===== config.mk =====
export PLATFORM = sky130hd
export DESIGN_NAME = bra_predictor_gshare_flat
export DESIGN_NICKNAME = d
export VERILOG_FILES = /design/src/rtl/bra_predictor_gshare_pkg.sv /design/src/rtl/bra_predictor_gshare_if.sv /design/src/rtl/bra_predictor_gshare_sat_counter.sv /design/src/rtl/bra_predictor_gshare.sv /design/src/flat_wrapper.sv
export SDC_FILE = /design/constraint.sdc
export NUM_CORES = 2
export LEC_CHECK = 0
export ABC_CLOCK_PERIOD_IN_PS = 17400
export CORE_ASPECT_RATIO = 1.25
export CORE_UTILIZATION = 60
export CTS_BUF_LIST = sky130_fd_sc_hd__clkbuf_4
export DETAILED_ROUTE_END_ITERATION = 10
export PLACE_DENSITY = 0.83
export RECOVER_POWER = 100
export SYNTH_ARGS = -nofsm -noshare
export SYNTH_HDL_FRONTEND = slang
export SYNTH_HIERARCHICAL = 1
export SYNTH_SLANG_ARGS = --single-unit

===== constraint.sdc =====
create_clock -name clk -period 17.4 [get_ports clk]
set_input_delay 1.74 -clock clk [delete_from_list [all_inputs] [get_ports clk]]
set_output_delay 1.74 -clock clk [all_outputs]
set_load 0.02 [all_outputs]

===== src/rtl/bra_predictor_gshare_pkg.sv =====
// Shared Bra_* constants and helpers for the gshare branch predictor slice.
// Latency: n/a (constants and constant functions only).
// Backpressure: n/a.
package bra_predictor_gshare_pkg;

  localparam int Bra_Addr_Width  = 6;
  localparam int Bra_Hist_Width  = 4;
  localparam int Bra_Ctr_Width   = 2;

  // Index hash selectors
  localparam int Bra_Hash_Concat = 0;
  localparam int Bra_Hash_Xor    = 1;

  // Weakly-taken counter value: MSB set, all lower bits clear (2^(ctr_w-1)).
  function automatic int bra_weak_taken(input int ctr_w);
    return 1 << (ctr_w - 1);
  endfunction

  // Table index width implied by the hash mode.
  function automatic int bra_idx_width(input int hist_w, input int addr_w, input int mode);
    return (mode == Bra_Hash_Concat) ? (hist_w + addr_w) : addr_w;
  endfunction

endpackage


===== src/rtl/bra_predictor_gshare_if.sv =====
// Decoder lookup / ROB resolve bus of the gshare predictor.
// Latency: n/a (signal bundle).
// Backpressure: none; ready is the only status and it gates the whole predictor.
// Ports: ready, dec_valid/dec_addr/dec_prediction/dec_history (Decoder side),
//        brp_update/rob_addr/rob_history/rob_taken/rob_mispredict (ROB side).
interface bra_predictor_gshare_if #(
  parameter int ADDR_W = 6,
  parameter int HIST_W = 4
);
  logic              ready;
  logic              dec_valid;
  logic [ADDR_W-1:0] dec_addr;
  logic              dec_prediction;
  logic [HIST_W-1:0] dec_history;
  logic              brp_update;
  logic [ADDR_W-1:0] rob_addr;
  logic [HIST_W-1:0] rob_history;
  logic              rob_taken;
  logic              rob_mispredict;

  // Predictor side
  modport slave (
    output ready, dec_prediction, dec_history,
    input  dec_valid, dec_addr, brp_update, rob_addr, rob_history, rob_taken, rob_mispredict
  );

  // Decoder/ROB side
  modport master (
    input  ready, dec_prediction, dec_history,
    output dec_valid, dec_addr, brp_update, rob_addr, rob_history, rob_taken, rob_mispredict
  );
endinterface


===== src/rtl/bra_predictor_gshare_sat_counter.sv =====
// Saturating up/down counter next-value: dir=1 counts up, dir=0 counts down.
// Latency: combinational.
// Backpressure: none.
// Ports: ctr (current value), dir (1 = up), ctr_next (saturated result).
module bra_sat_counter #(
  parameter int CTR_W = 2
) (
  input  logic [CTR_W-1:0] ctr,
  input  logic             dir,
  output logic [CTR_W-1:0] ctr_next
);

  always_comb begin
    ctr_next = ctr;
    if (dir) begin
      if (!(&ctr)) ctr_next = ctr + CTR_W'(1);
    end else begin
      if (|ctr) ctr_next = ctr - CTR_W'(1);
    end
  end

endmodule


===== src/rtl/bra_predictor_gshare.sv =====
// Gshare branch predictor: counter table indexed by hash(global history, address).
// Latency: prediction combinational (0 cycles); training/history update visible next cycle.
// Backpressure: none; ready=0 during the post-reset table init walk, inputs ignored then.
// Ports: clk, rst (async, active-high), bus (slave modport of bra_predictor_gshare_if).
module bra_predictor_gshare
  import bra_predictor_gshare_pkg::*;
#(
  parameter int ADDR_W    = Bra_Addr_Width,
  parameter int HIST_W    = Bra_Hist_Width,
  parameter int CTR_W     = Bra_Ctr_Width,
  parameter int HASH_MODE = Bra_Hash_Concat
) (
  input logic                   clk,
  input logic                   rst,
  bra_predictor_gshare_if.slave bus
);

  localparam int              IDX_W      = bra_idx_width(HIST_W, ADDR_W, HASH_MODE);
  localparam int              DEPTH      = 1 << IDX_W;
  localparam logic [CTR_W-1:0] WEAK_TAKEN = CTR_W'(bra_weak_taken(CTR_W));

  localparam logic [0:0] ST_INIT = 1'b0;
  localparam logic [0:0] ST_RUN  = 1'b1;

  logic [0:0]       state;
  logic             ready_q;
  logic [HIST_W-1:0] spec_hist;
  logic [IDX_W-1:0] init_idx;

  logic [CTR_W-1:0] table_q [DEPTH];

  logic             run;
  logic [IDX_W-1:0] idx_d;
  logic [IDX_W-1:0] idx_r;
  logic [CTR_W-1:0] ctr_r;
  logic [CTR_W-1:0] ctr_next;
  logic             wr_en;
  logic [IDX_W-1:0] wr_idx;
  logic [CTR_W-1:0] wr_dat;
  logic             pred;

  function automatic logic [IDX_W-1:0] hash(input logic [HIST_W-1:0] h,
                                            input logic [ADDR_W-1:0] a);
    if (HASH_MODE == Bra_Hash_Concat) return IDX_W'({h, a});
    else                              return IDX_W'(a ^ ADDR_W'(h));
  endfunction

  assign run   = (state == ST_RUN);
  assign idx_d = hash(spec_hist, bus.dec_addr);
  assign idx_r = hash(bus.rob_history, bus.rob_addr);
  assign ctr_r = table_q[idx_r];

  // Lookup reads the array before this cycle's write lands (read-before-write).
  assign pred               = run & table_q[idx_d][CTR_W-1];
  assign bus.dec_prediction = pred;
  assign bus.dec_history    = run ? spec_hist : '0;
  assign bus.ready          = ready_q;

  bra_sat_counter #(.CTR_W(CTR_W)) u_sat (
    .ctr      (ctr_r),
    .dir      (bus.rob_taken),
    .ctr_next (ctr_next)
  );

  // Single write port shared by the init walk and ROB training.
  assign wr_en  = ~run | bus.brp_update;
  assign wr_idx = run ? idx_r : init_idx;
  assign wr_dat = run ? ctr_next : WEAK_TAKEN;

  always_ff @(posedge clk) begin
    if (wr_en) table_q[wr_idx] <= wr_dat;
  end

  always_ff @(posedge clk or posedge rst) begin
    if (rst) begin
      state     <= ST_INIT;
      ready_q   <= 1'b0;
      spec_hist <= '0;
      init_idx  <= '0;
    end else begin
      case (state)
        ST_INIT: begin
          init_idx <= init_idx + IDX_W'(1);
          if (&init_idx) begin
            state   <= ST_RUN;
            ready_q <= 1'b1;
          end
        end
        default: begin
          // Repair restarts history from the resolved branch and wins over a shift.
          if (bus.brp_update && bus.rob_mispredict)
            spec_hist <= HIST_W'({bus.rob_history, bus.rob_taken});
          else if (bus.dec_valid)
            spec_hist <= HIST_W'({spec_hist, pred});
        end
      endcase
    end
  end

endmodule


===== src/flat_wrapper.sv =====
// flat-port wrapper written by rule: the top's interface ports become plain ports
module bra_predictor_gshare_flat import bra_predictor_gshare_pkg::*;
#(
  parameter int ADDR_W    = Bra_Addr_Width,
  parameter int HIST_W    = Bra_Hist_Width,
  parameter int CTR_W     = Bra_Ctr_Width,
  parameter int HASH_MODE = Bra_Hash_Concat
)
  (clk, rst, bus_ready, bus_dec_prediction, bus_dec_history, bus_dec_valid, bus_dec_addr, bus_brp_update, bus_rob_addr, bus_rob_history, bus_rob_taken, bus_rob_mispredict);
  bra_predictor_gshare_if #(.ADDR_W(ADDR_W), .HIST_W(HIST_W)) bus_i ();
  input logic clk;
  input logic rst;
  output wire logic [$bits(bus_i.ready)-1:0] bus_ready;
  output wire logic [$bits(bus_i.dec_prediction)-1:0] bus_dec_prediction;
  output wire logic [$bits(bus_i.dec_history)-1:0] bus_dec_history;
  input wire logic [$bits(bus_i.dec_valid)-1:0] bus_dec_valid;
  input wire logic [$bits(bus_i.dec_addr)-1:0] bus_dec_addr;
  input wire logic [$bits(bus_i.brp_update)-1:0] bus_brp_update;
  input wire logic [$bits(bus_i.rob_addr)-1:0] bus_rob_addr;
  input wire logic [$bits(bus_i.rob_history)-1:0] bus_rob_history;
  input wire logic [$bits(bus_i.rob_taken)-1:0] bus_rob_taken;
  input wire logic [$bits(bus_i.rob_mispredict)-1:0] bus_rob_mispredict;
  assign bus_ready = bus_i.ready;
  assign bus_dec_prediction = bus_i.dec_prediction;
  assign bus_dec_history = bus_i.dec_history;
  assign bus_i.dec_valid = bus_dec_valid;
  assign bus_i.dec_addr = bus_dec_addr;
  assign bus_i.brp_update = bus_brp_update;
  assign bus_i.rob_addr = bus_rob_addr;
  assign bus_i.rob_history = bus_rob_history;
  assign bus_i.rob_taken = bus_rob_taken;
  assign bus_i.rob_mispredict = bus_rob_mispredict;
  bra_predictor_gshare #(.ADDR_W(ADDR_W), .HIST_W(HIST_W), .CTR_W(CTR_W), .HASH_MODE(HASH_MODE)) u_core (.clk(clk), .rst(rst), .bus(bus_i));
endmodule

Word level (Yosys, flattened, before mapping) --
Memory sizes are Yosys's and may differ from the RTL's. Cells that the tools add are included. Widths: inputs -> output; s select.
Storage, ports and cells: bits in registers 16, latch bits 0, bits in writable memories 2048, bits in read-only memories 0, input bits 22, output and inout port bits 6, logic and storage cells 30, memories 1
Cells by class: add/sub/neg operators 3, multipliers 0, div/mod/pow operators 0, order comparisons 0, equality and inequality tests 0, shift-type cells 0, muxes and demuxes 12, bitwise logic cells 3, reductions and logical operators 7
Memories:
- u_core.table_q | depth 1024, width 2, rd ports 2, clocked after Yosys merged registers in 0, write ports 1, RTL line bra_predictor_gshare.sv:30 | logic [CTR_W-1:0] table_q [DEPTH];
Operator list (count):
- $mux 4 | 3
- $reduce_and 11->1 | 1
- $add 10x1->10 const B | 1
- $mux 10 | 1
- $reduce_and 10->1 | 1
- $mux 2 | 4
- $mux 1 | 4
- $reduce_and 2->1 | 2
- $add 2x1->2 const B | 1
- $reduce_bool 2->1 | 1
- $reduce_or 2->1 | 1
- $sub 2x1->2 const B | 1
- $and 1x1->1 | 1
- $logic_and 1x1->1 | 1
- $not 1->1 | 1
- $or 1x1->1 | 1

Depth between registers and ports, before layout --
An unclocked memory read counts as a cell.
depth in word-level cells 5, gate-level depth with buffers 15, gate-level depth less buffers 12

Cells and area by module --
The synthesis kept the hierarchy.
Modules (own cells, without submodules):
- bra_predictor_gshare | times used 1, cells each 5208, area an instance 92632.6 um^2, seq. area each 61899.4 um^2
- bra_sat_counter | times used 1, cells each 3, area an instance 26.3 um^2, seq. area each 0.0 um^2

Least setup slack after synthesis --
Ideal clock, no wire load.
path type input-to-reg, from in bus_rob_addr[3], to mem u_core.table_q[0][1] (data pin), library setup time 3005 ps, arrival time 17562 ps, required time 14395 ps, slack -3167 ps, stages on the path 11, path buffers 5, cells stage by stage buf_2 buf_2 buf_2 buf_2 buf_1 a211oi_1 a211oi_1 nor4_1 nor4_1 maj3_2 nand2b_1
Between the ends: longest elaborated chain between the ends 5, elaborated cells on any way between the ends 9, those cells by class 2 x add/sub; 4 x mux; 2 x reduce/logical; 1 x memory
Ends and longest elaborated chain:
- from (decl) | RTL line flat_wrapper.sv:19 | input wire logic [$bits(bus_i.rob_addr)-1:0] bus_rob_addr;
- $mem_v2 1024x2 (*)
- net u_core.ctr_r[1] | RTL line bra_predictor_gshare.sv:35 | logic [CTR_W-1:0] ctr_r;
- $sub 2x1->2, or another cell as far along | RTL line bra_predictor_gshare_sat_counter.sv:18 | if (|ctr) ctr_next = ctr - CTR_W'(1);
- $mux 2, on equally long branches | RTL line bra_predictor_gshare_sat_counter.sv:18, bra_predictor_gshare_sat_counter.sv:16
- $mux 2 (*) | RTL line bra_predictor_gshare_sat_counter.sv:15 | if (dir) begin
- net u_core.ctr_next[1] | RTL line bra_predictor_gshare.sv:36 | logic [CTR_W-1:0] ctr_next;
- $mux 2 (*) | RTL line bra_predictor_gshare.sv:68 | assign wr_dat = run ? ctr_next : WEAK_TAKEN;
- net u_core.wr_dat[1] | RTL line bra_predictor_gshare.sv:39 | logic [CTR_W-1:0] wr_dat;
- to (decl) | RTL line bra_predictor_gshare.sv:30
Mark *: on every way through the listed nets, which the timed path passes. The rest lies on a longest branch.

Final worst setup path --
from in bus_rob_addr[0], to mem u_core.table_q[957][0] (data pin)
Same word-level chain as after synthesis.

==> results.toml <==
[run_status]
status = "complete, but fails checks"
violations = "max-capacitance violations, max-slew violations"

[floorplanning]
dieHeight_um = 441
initial_core_util = 0.607
dieArea_mm2 = 0.156
rows = 160
ios = 28
die_w_um = 353
coreArea_mm2 = 0.153

[synth]
async_flop_share = 0.00775
synth_area_leaders = "edfxtp_1 (66%), mux4_2 (21%), nor2_1 (4.3%), mux2i_1 (2.1%), clkbuf_1 (1.1%)"
syn_area_mm2 = 0.0927
synth_top_area_frac = 0.664
synthCells = 5211
synth-seq-area-share = 0.668
synth_area_leader_cell = "edfxtp_1"
synth-seq-cells = 2064
syn-mean-instance-area_um2 = 17.8
synth_nets = 5234
synthFlopType = "edfxtp_1"
yosys.cell_types.count = 61
synth_edf_count = 2048
yosys_warnings = 6

[pwr]
leakage_nw = 30.5
ir_drop_uv = 94.6
power_density_mw_per_mm2 = 93.9
total_power_mw = 9.37

[detailed_routing]
viasPerCell = 7.30
first_pass_iters = 9
drc_errors = 0
wl_per_cell_um = 34.6
drtIter0Drc = 9551
antenna_left = 0
routed_wl_mm = 268
dr_total_vias = 56600

[sta]
setup_viol = 0
slew_viol_final = 1221
slew-limit-headroom = -2.08
fin_crit_sh = 0.730
min_period_ps = 12700
hold_viol = 0
final.setup.tns_ps = 0
fmax_mhz = 78.7
worst_slew_pin_slew_ps = 4630
grt_setup_unrepaired = "no"
finClkSkew_ps = 108
hold_ws_ps = 523

[cts]
cts_buffers = 464
clk_pin_slew_ps = 70
cts_hold_buf = 0
clock_latency_ps = 1420
htree_num_levels = 5
cts_setup_buffers = 0
cts-resized-gates = 0
cts_buffer_depth = 4
cts_num_sinks = 2064
cts_tree = "done"
cts.root.buffer_cell = "clkbuf_4"

[worst_setup_path]
start_kind = "input port"
cp.arrival_ps = 13650
endpoint_kind = "flop"
critPathKind = "in2reg"
cp-endpoint = "u_core/table_q[957][0]"
r2r-start = "u_core/run"
crit_fanout = 288
cp.required_ps = 18350
reg2reg_setup_slack_ps = 8350
reg2reg_to = "u_core/table_q[53][0]"
cp-startpoint = "bus_rob_addr[0]"
ff2ff_path_depth = 8

[global_routing]
first_global_vias = 56700
grt_pass1_wl_mm = 382
grt.total_usage = 0.346
antenna_found_initial = 17
overflow = 0
grt_max_degree = 289

[worst_hold_path]
holdPathStages = 1
worstHoldPathType = "reg2reg"

[final_layout]
fin_util = 0.654
mostFrequentLayoutCell = "edfxtp_1"
fillers = 9902
layout_common_cells = "edfxtp_1 (2048), nor2_1 (1051), mux4_2 (845)"
final_cells = 7747
area_growth_pct = 7.75
nNetsFinal = 5379
drive_above_1_share = 0.294

[placement]
dp.cells = 6915
numPortBuffers = 27
gp_congestion = 0.984
post-dp-hpwl_mm = 157

[flow_run]
cap_violations = 52
-- cells in the mapped netlist (3+ instances only) --
| master | n |
|---|---|
| and2_1 | 17 |
| nor4_1 | 7 |
| and3_1 | 9 |
| mux2i_1 | 194 |
| or3_1 | 12 |
| mux2_2 | 15 |
| o22ai_1 | 20 |
| nand3b_1 | 3 |
| buf_1 | 27 |
| buf_2 | 108 |
| nor2_1 | 1052 |
| o22a_1 | 4 |
| buf_6 | 23 |
| xnor2_1 | 6 |
| nor3_1 | 41 |
| mux4_2 | 845 |
| clkinv_1 | 4 |
| o2111ai_1 | 3 |
| clkbuf_1 | 269 |
| inv_1 | 7 |
| a22oi_1 | 66 |
| dfrtp_1 | 16 |
| nand2_1 | 121 |
| and4b_1 | 3 |
| o221ai_1 | 26 |
| o211ai_1 | 6 |
| a22o_1 | 3 |
| nand2b_1 | 9 |
| o32a_1 | 3 |
| or2_2 | 4 |
| o21ai_0 | 14 |
| a211oi_1 | 24 |
| a21oi_1 | 34 |
| a2111oi_0 | 15 |
| edfxtp_1 | 2048 |
| xor2_1 | 3 |
| nor2b_1 | 23 |
| nand4_1 | 6 |
| nand3_1 | 37 |
| buf_4 | 35 |
| o21ai_1 | 4 |
| a311oi_1 | 3 |
| a31oi_1 | 16 |
-- kinds of logic (layout without fill, tap and decap cells) --
| logic type | after synthesis | after routing | synth area share |
|---|---|---|---|
| xor gates and xnor gates | 9 | 9 | 0.000851 |
| muxes | 1054 | 1054 | 0.228 |
| DFF | 2064 | 2064 | 0.668 |
| other | 0 | 15 | 0 |
| AOI/OAI and AO/OA | 252 | 252 | 0.0194 |
| and+or+nand+nor | 1353 | 1353 | 0.0590 |
| buffers and inverters | 476 | 972 | 0.0241 |
| adders and majority gates | 3 | 3 | 0.000378 |
-- where the power goes --
group          switching (mW)  internal [mW]  total, mW
Sequential            0.00279           5.38       5.38
Combinational           0.227          0.118      0.345
Clock                    1.86           1.79       3.65
-- per-stage QoR --
step,cell area (um^2),setup WS [ps]
6_report,99800,4700
3_3_place_gp,94300,7510
2_1_floorplan,92700,4520
5_1_grt,99800,4150
4_1_cts,100000,7910
3_5_place_dp,94300,7420
-- how the worst min path moves through the flow --
stage                                   from            endpoint  slack, ps
after floorplan           u_core/init_idx[2]  u_core/init_idx[2]        460
final                     u_core/init_idx[2]  u_core/init_idx[2]        520
after CTS                 u_core/init_idx[2]  u_core/init_idx[2]        500
after detailed placement  u_core/init_idx[2]  u_core/init_idx[2]        490
after global routing      u_core/init_idx[2]  u_core/init_idx[2]        540
after global placement    u_core/init_idx[2]  u_core/init_idx[2]        490
-- registers in the layout (all words and copies together), names as in the netlist --
register          count
u_core/table_q     2048
u_core/init_idx      10
u_core/spec_hist      4
u_core/bus.ready      1
u_core/run            1
-- worst max-delay path, stage by stage --
cell and delay (ps):
buf_8 390, buf_12 750, clkbuf_1 2540, mux4_2 740, mux4_2 490, nand2b_1 180, mux4_2 550, nand3_1 110
nand4_1 390, nand3_1 320, o311ai_0 220, inv_1 130, maj3_1 260, and2_0 2480, buf_12 760, buf_4 1070
-- routing by layer --
| metal | global-route usage | part of all wire | vias up | wire (um) |
|---|---|---|---|---|
| met3 | 0.111 | 0.15 | 1223 | 40900 |
| met1 | 0.420 | 0.30 | 28200 | 80600 |
| met2 | 0.526 | 0.46 | 5476 | 123000 |
| li1 | - | - | 21600 | - |
| met4 | 0.253 | 0.085 | 8 | 22800 |
| met5 | 0.00152 | 0.00018 | - | 47 |
-- layout make-up --
type                    instances  area (um^2)  share of cell area
diodes                         15         37.5            0.000376
clock buffers                 674         5060              0.0507
clock inverters               143          607             0.00608
inverters                      13         48.8            0.000489
multi-input cells            2671        28600               0.286
flip-flops and latches       2064        61900               0.620
well taps                    2025         2530              0.0254
repair buffers                142         1100              0.0110
No activity file was read; power rests on OpenSTA's default activity.
